==> src/rtl/booth_r16_pkg.sv <==
// Shared types and the radix-16 Booth digit decode for the multiplier controller.
package booth_r16_pkg;

    typedef enum logic [1:0] {
        IDLE = 2'd0,
        ITER = 2'd1,
        DONE = 2'd2
    } state_t;

    typedef struct packed {
        logic       neg;
        logic [3:0] mag;
    } digit_t;

    // Window is {b[i+3:i], b[i-1]}; signed digit range is -8..+8.
    function automatic digit_t booth_dec(input logic [4:0] w);
        logic signed [5:0] v;
        digit_t            d;
        v = $signed({3'b000, w[3:1]})
          + $signed({5'b00000, w[0]})
          - (w[4] ? 6'sd8 : 6'sd0);
        d.neg = v[5];
        d.mag = v[5] ? 4'(-v) : 4'(v);
        return d;
    endfunction

endpackage

==> src/rtl/booth_r16_digit_dec.sv <==
// Combinational radix-16 Booth digit decoder.
module booth_r16_digit_dec
    import booth_r16_pkg::*;
(
    input  logic [4:0] win,
    output digit_t     dig
);

    assign dig = booth_dec(win);

endmodule

==> src/rtl/booth_r16_mult_ctrl.sv <==
// Sequencer for a radix-16 Booth multiplier: one digit per cycle into an
// external shift register / accumulator datapath.
module booth_r16_mult_ctrl
    import booth_r16_pkg::*;
#(
    parameter  int WIDTH = 8,
    localparam int NDIG  = WIDTH / 4,
    localparam int IDXW  = $clog2(NDIG)
) (
    input  logic             clk,
    input  logic             rst_n,
    input  logic             in_valid,
    output logic             in_ready,
    input  logic [WIDTH-1:0] in_b,
    output logic [WIDTH-1:0] sr_din,
    output logic             sr_shift,
    input  logic [3:0]       sr_dout,
    input  logic             sr_last,
    output logic             acc_clr,
    output logic             pp_en,
    output logic [3:0]       pp_mag,
    output logic             pp_neg,
    output logic [IDXW-1:0]  pp_idx,
    input  logic             flush,
    output logic             out_valid,
    input  logic             out_ready
);

    state_t          state;
    logic [IDXW-1:0] cnt;
    digit_t          dig;
    logic            in_iter;
    logic            accept;
    logic            last_dig;

    booth_r16_digit_dec u_dec (
        .win ({sr_dout, sr_last}),
        .dig (dig)
    );

    assign in_iter  = (state == ITER);
    assign accept   = (state == IDLE) && in_valid && !flush;
    assign last_dig = (cnt == IDXW'(NDIG - 1));

    assign in_ready  = (state == IDLE);
    assign sr_shift  = in_iter;
    assign sr_din    = (state == IDLE) ? in_b : '0;
    assign acc_clr   = accept;
    assign pp_en     = in_iter && !flush;
    assign pp_mag    = in_iter ? dig.mag : 4'd0;
    assign pp_neg    = in_iter ? dig.neg : 1'b0;
    assign pp_idx    = in_iter ? cnt : '0;
    assign out_valid = (state == DONE) && !flush;

    // Counter holds on the final digit so it never wraps inside a multiply.
    always_ff @(posedge clk or negedge rst_n) begin
        if (!rst_n) begin
            state <= IDLE;
            cnt   <= '0;
        end else if (flush) begin
            state <= IDLE;
            cnt   <= '0;
        end else begin
            unique case (state)
                IDLE: begin
                    cnt <= '0;
                    if (accept) state <= ITER;
                end
                ITER: begin
                    if (last_dig) state <= DONE;
                    else          cnt   <= cnt + 1'b1;
                end
                DONE: begin
                    if (out_ready) state <= IDLE;
                end
                default: begin
                    state <= IDLE;
                    cnt   <= '0;
                end
            endcase
        end
    end

endmodule

==> config.mk <==
export PLATFORM = sky130hd
export DESIGN_NAME = booth_r16_mult_ctrl
export DESIGN_NICKNAME = d
export VERILOG_FILES = /design/src/rtl/booth_r16_pkg.sv /design/src/rtl/booth_r16_digit_dec.sv /design/src/rtl/booth_r16_mult_ctrl.sv
export SDC_FILE = /design/constraint.sdc
export NUM_CORES = 1
export LEC_CHECK = 0
export ABC_AREA = 1
export CORE_AREA = 2 2 43 45
export DETAILED_ROUTE_END_ITERATION = 10
export DIE_AREA = 0 0 45 47
export PLACE_DENSITY = 0.88
export SYNTH_ARGS = -nofsm -noshare
export SYNTH_HDL_FRONTEND = slang
export SYNTH_HIERARCHICAL = 1
export SYNTH_SLANG_ARGS = --single-unit
==> constraint.sdc <==
create_clock -name clk -period 1.8 [get_ports clk]
set_input_delay 0.27 -clock clk [delete_from_list [all_inputs] [get_ports clk]]
set_output_delay 0.27 -clock clk [all_outputs]
set_load 0.05 [all_outputs]
Yosys cells after proc, flatten, opt, wreduce, memory -nomap -nowiden
Index checks and enable logic that the tools add are counted.
{"block": "word_totals", "ff_bits": 3, "input_bits": 18, "out_inout_bits": 19, "word_cells": 33}
{"block": "op_classes", "n_addsub": 4, "n_eq_ne": 6, "mux": 14, "n_reduce_logical": 7}
{"op": "two-way mux 4 bit", "count": 3}
{"op": "two-way mux 2 bit", "count": 4}
{"op": "two-way mux 8 bit", "count": 1}
{"op": "inequality test 3 bit (second input constant)", "count": 2}
{"op": "one-hot mux 2 bit (3 select lines)", "count": 1}
{"op": "subtractor 4 x 4 -> 5 bit", "count": 1}
{"op": "adder 3 x 1 -> 4 bit", "count": 1}
{"op": "logical AND 1 bit", "count": 4}
{"op": "two-way mux 1 bit", "count": 4}
{"op": "negator 4 bit", "count": 1}
{"op": "inequality test 3 x 1 -> 1 bit (second input constant)", "count": 1}
{"op": "AND reduction 3 bit", "count": 1}
{"op": "equality test 2 x 1 -> 1 bit (second input constant)", "count": 1}
{"op": "equality test 2 bit (second input constant)", "count": 1}
{"op": "logical NOT 2 bit", "count": 1}
{"op": "inequality test 2 bit (second input constant)", "count": 1}
{"op": "one-hot mux 1 bit (2 select lines)", "count": 1}
{"op": "adder 1 bit (second input constant)", "count": 1}
{"op": "logical NOT 1 bit", "count": 1}

Logic depth before layout (Yosys ltp)
{"block": "depth", "ltp_word": 6, "mapped_depth": 12}

By module
The synthesis kept the hierarchy.
{"module": "booth_r16_digit_dec", "instances": 1, "cells_per_inst": 51, "area_per_inst_um2": 289.0, "seq_area_each_um2": 0.0}
{"module": "booth_r16_mult_ctrl", "instances": 1, "cells_per_inst": 51, "area_per_inst_um2": 270.3, "seq_area_each_um2": 75.1}

Worst setup path after synthesis
OpenSTA, ideal clock, no wires.
{"block": "synth_timing", "path_type": "register to output", "startpoint": "reg state[0]", "endpoint": "out sr_din[0]", "t_arrival_ps": 2141, "required_time_ps": 1530, "setup_slack_ps": -611, "stages_incl_launch_ff": 4, "n_path_buf": 0, "cell_sequence": "dfrtp_1 nor2_1 inv_1 nor2_1"}
{"block": "synth_via", "elab_chain_len": 2}
{"element": "start: declaration", "line": "booth_r16_mult_ctrl.sv:29", "rtl": "state_t state;"}
{"element": "start signal: assignment", "line": "booth_r16_mult_ctrl.sv:58", "rtl": "state <= IDLE;"}
{"element": "start signal: assignment", "line": "booth_r16_mult_ctrl.sv:61", "rtl": "state <= IDLE;"}
{"element": "start signal: assignment", "line": "booth_r16_mult_ctrl.sv:67", "rtl": "if (accept) state <= ITER;"}
{"element": "logical NOT 2 bit"}
{"element": "net in_ready", "line": "booth_r16_mult_ctrl.sv:13", "rtl": "output logic in_ready,"}
{"element": "two-way mux 8 bit", "line": "booth_r16_mult_ctrl.sv:47", "rtl": "assign sr_din = (state == IDLE) ? in_b : '0;"}
{"element": "end: declaration", "line": "booth_r16_mult_ctrl.sv:15", "rtl": "output logic [WIDTH-1:0] sr_din,"}
The timed path passes the listed nets, and every way through them passes these cells.

==> flow_summary.toml <==
[global_route]
grt_pass1_vias = 767
grt_util_all_layers_pct = 21.45
largest_net_degree_at_the_start_of_global_routing = 10
overflow = 0
grt_first_pass_wirelength_um = 3318
grt_antenna_before_repair = 0

[synth]
synth_cell_types = 15
syn_area_per_cell_um2 = 5.483
synth_warnings = 6
ys_ff_latch = 3
syn_inst = 102
syn-cell-area_um2 = 559.3
post_synth_net_total = 127
synth.yosys.seq_area_share_pct = 13.42

[clock_network]
clock_path_buffers = 2
clkTransAtPathRegs_ns = 0.04
clkSinkCount = 3
clock-root-buffer = "sky130_fd_sc_hd__clkbuf_4"
cts_hold_buffers = 0
cts_inserted_buffers = 3
tritoncts = "yes"
htree_num_levels = 1
clk_latency_ns = 0.24

[routing]
vias_per_cell = 4.895
initialDrtViolationCount = 16
route.detailed.wl_per_inst_um = 12.85
vias = 793
remaining_drc_errors = 0
route.final.wire_length_um = 2081
drt-pass1-iter-count = 4
postRouteAntennaNets = 0

[sta]
finalCritPeriodShare_pct = 102.6
max_slew.worst_pin.slew_ns = 0.2996
finalSetupViolations = 2
max_freq_mhz = 541.4
post-route-worst-setup-slack_ns = -0.04700
period_needed_ns = 1.847
hold_violations = 0
fin_setup_tns_ns = -0.08435
finClkSkew_ns = 0.003153
final_max_slew_viol_count = 0
slew_headroom_pct = 79.95
rsz0062_at_grt = "yes"

[placed_design]
numPortBuffers = 36
hpwlAfterDp_um = 1550
place_ws_ns = -0.5669
place.gp.congestion = 0.8204

[setup_path]
cpPeakStageDelay_ns = 0.20
number_of_buffers_and_inverters_on_the_critical_path = 4
timing.critical_path.from_type = "primary input"
path_cells = "buf_6 > ha_4 > inv_4 > ha_4 > ha_4 > nand3b_1 > nand2_1 > nand2_1 > nand2_1 > inv_2 > nor2_4 > buf_12"
reg2regPathDepth = 5
crit_path_top_delay_cell = "sky130_fd_sc_hd__ha_4"
crit_cells = 12
worstSetupEndpointType = "output port"
worst-setup-path-type = "in2out"
path_delay_family = "adder cells"
cp.required_ns = 1.53
crit-reg2reg-capture = "state[1]$_DFFE_PN0P_"
worst-r2r-setup-slack_ns = 0.58
regToRegStartpoint = "state[1]$_DFFE_PN0P_"
path_max_fanout = 3
critical_path_arrival_ns = 1.58

[final_layout]
num-nets-final = 171
layout.core_utilization_pct = 82.12
insertedDiodeCount = 0
area_growth_syn_to_layout_pct = 142.5
fillerInstances = 95
final_layout_size_suffix_gt1_share_pct = 48.97

[die]
die_area_mm2 = 0.002115
floorplan.initialDensity_pct = 33.86
die_width_um = 45
core_region_area_mm2 = 0.001652
rows = 15
io-pin-count = 37
chipHeight_um = 47

[outcome]
status = "finished with violations"
violations = "setup timing"

[min_path]
timing.hold.worst.class = "in2async"

[power]
power.leakage_uw = 0.0006701
ir_drop_uv = 465.4
p_total_uw = 860.0
power_density_mw_per_mm2 = 634.1

[flow_run]
cap_viol_max_count = 0
[power breakdown]
| part | internal, uW | switching (uW) |
|---|---|---|
| Combinational | 289 | 366 |
| Clock | 83.5 | 41.1 |
| Sequential | 73.0 | 6.71 |
| Total | 446 | 414 |
[registers in the layout (all words and copies together) (netlist names)]
signal  flops
cnt         1
state       2
[repair_timing]
action | in CTS | in global routing
endpoints found under the hold margin | 0 | 0
setup buffers | 1 | 1
pin swaps | 19 | 9
endpoints found under the setup margin | 4 | 12
resized for setup | 38 | 4
[worst reg2reg max path, cell delays in order, from the launching register on]
cell and delay [ns]:
sky130_fd_sc_hd__dfrtp_1 0.41, sky130_fd_sc_hd__inv_1 0.10, sky130_fd_sc_hd__nand2_2 0.19, sky130_fd_sc_hd__nor2_2 0.26, sky130_fd_sc_hd__nand4_1 0.12, sky130_fd_sc_hd__nand2_1 0.08
[metrics by stage]
stage | hold slack (ns) | std cells | instance area (um^2)
2_1_floorplan | -0.02559 | 102 | 651.9
5_1_grt | 0.2139 | 162 | 1356
6_report | 0.2131 | 162 | 1356
3_3_place_gp | 0.4659 | 156 | 1219
4_1_cts | 0.2113 | 161 | 1325
3_5_place_dp | 0.4668 | 156 | 1219
[synth_stat cells (all sizes together)]
cell / instances / area [um^2]
dfrtp: 3 / 75.07
ha: 7 / 87.58
inv: 32 / 120.1
nand2: 28 / 125.1
nand3: 4 / 20.02
nand3b: 2 / 15.01
nand4: 1 / 6.260
nor2: 23 / 98.84
o21ai: 1 / 5.000
o22ai: 1 / 6.260
[logic make-up (layout without fill, tap and decap cells)]
logic type               count (synthesis)  count (layout)  share of synthesized area, %
AO/OA/AOI/OAI                            2               2                         2.013
adder cells (fa/ha/maj)                  7               7                         15.66
buffers and inverters                   32              75                         21.48
flip-flops                               3               3                         13.42
AND/OR/NAND/NOR                         58              58                         47.43
[layer usage]
layer  routed length (um)  track usage, %  vias up
met5                    0               0        -
met4                    0           7.647        0
met3                  175           3.846        0
met2                 1223           43.71       41
met1                  682           21.43      374
li1                     -               -      378
[cell usage in the layout, fill, tap and decap left out, types with 2 or more instances in the layout]
master	count
sky130_fd_sc_hd__inv_1	24
sky130_fd_sc_hd__buf_12	19
sky130_fd_sc_hd__nand2_1	18
sky130_fd_sc_hd__nor2_4	13
sky130_fd_sc_hd__clkdlybuf4s50_1	12
sky130_fd_sc_hd__nand2_2	9
sky130_fd_sc_hd__nor2_1	5
sky130_fd_sc_hd__inv_2	5
sky130_fd_sc_hd__nor2_2	5
sky130_fd_sc_hd__ha_4	5
sky130_fd_sc_hd__nand3_1	4
sky130_fd_sc_hd__buf_4	4
sky130_fd_sc_hd__clkbuf_4	3
sky130_fd_sc_hd__dfrtp_1	3
sky130_fd_sc_hd__nand3b_1	2
sky130_fd_sc_hd__buf_6	2
sky130_fd_sc_hd__inv_4	2
[layout make-up]
type                    instances  area, um^2  area share, %
repair buffers                 39       568.0          41.88
multi-input cells              67       536.8          39.58
inverters                      32       128.9          9.502
flip-flops and latches          3       75.07          5.535
clock buffers                   4       26.28          1.937
well taps                      17       21.27          1.568
[how the worst max path moves through the flow]
stage | from | endpoint
global route | sr_last | pp_mag[2]
detailed placement | sr_last | pp_mag[2]
CTS | sr_dout[0] | pp_mag[2]
floorplan | sr_last | pp_mag[2]
finish | sr_last | pp_mag[2]
global placement | sr_last | pp_mag[2]
(Power assumes the default switching activity.)
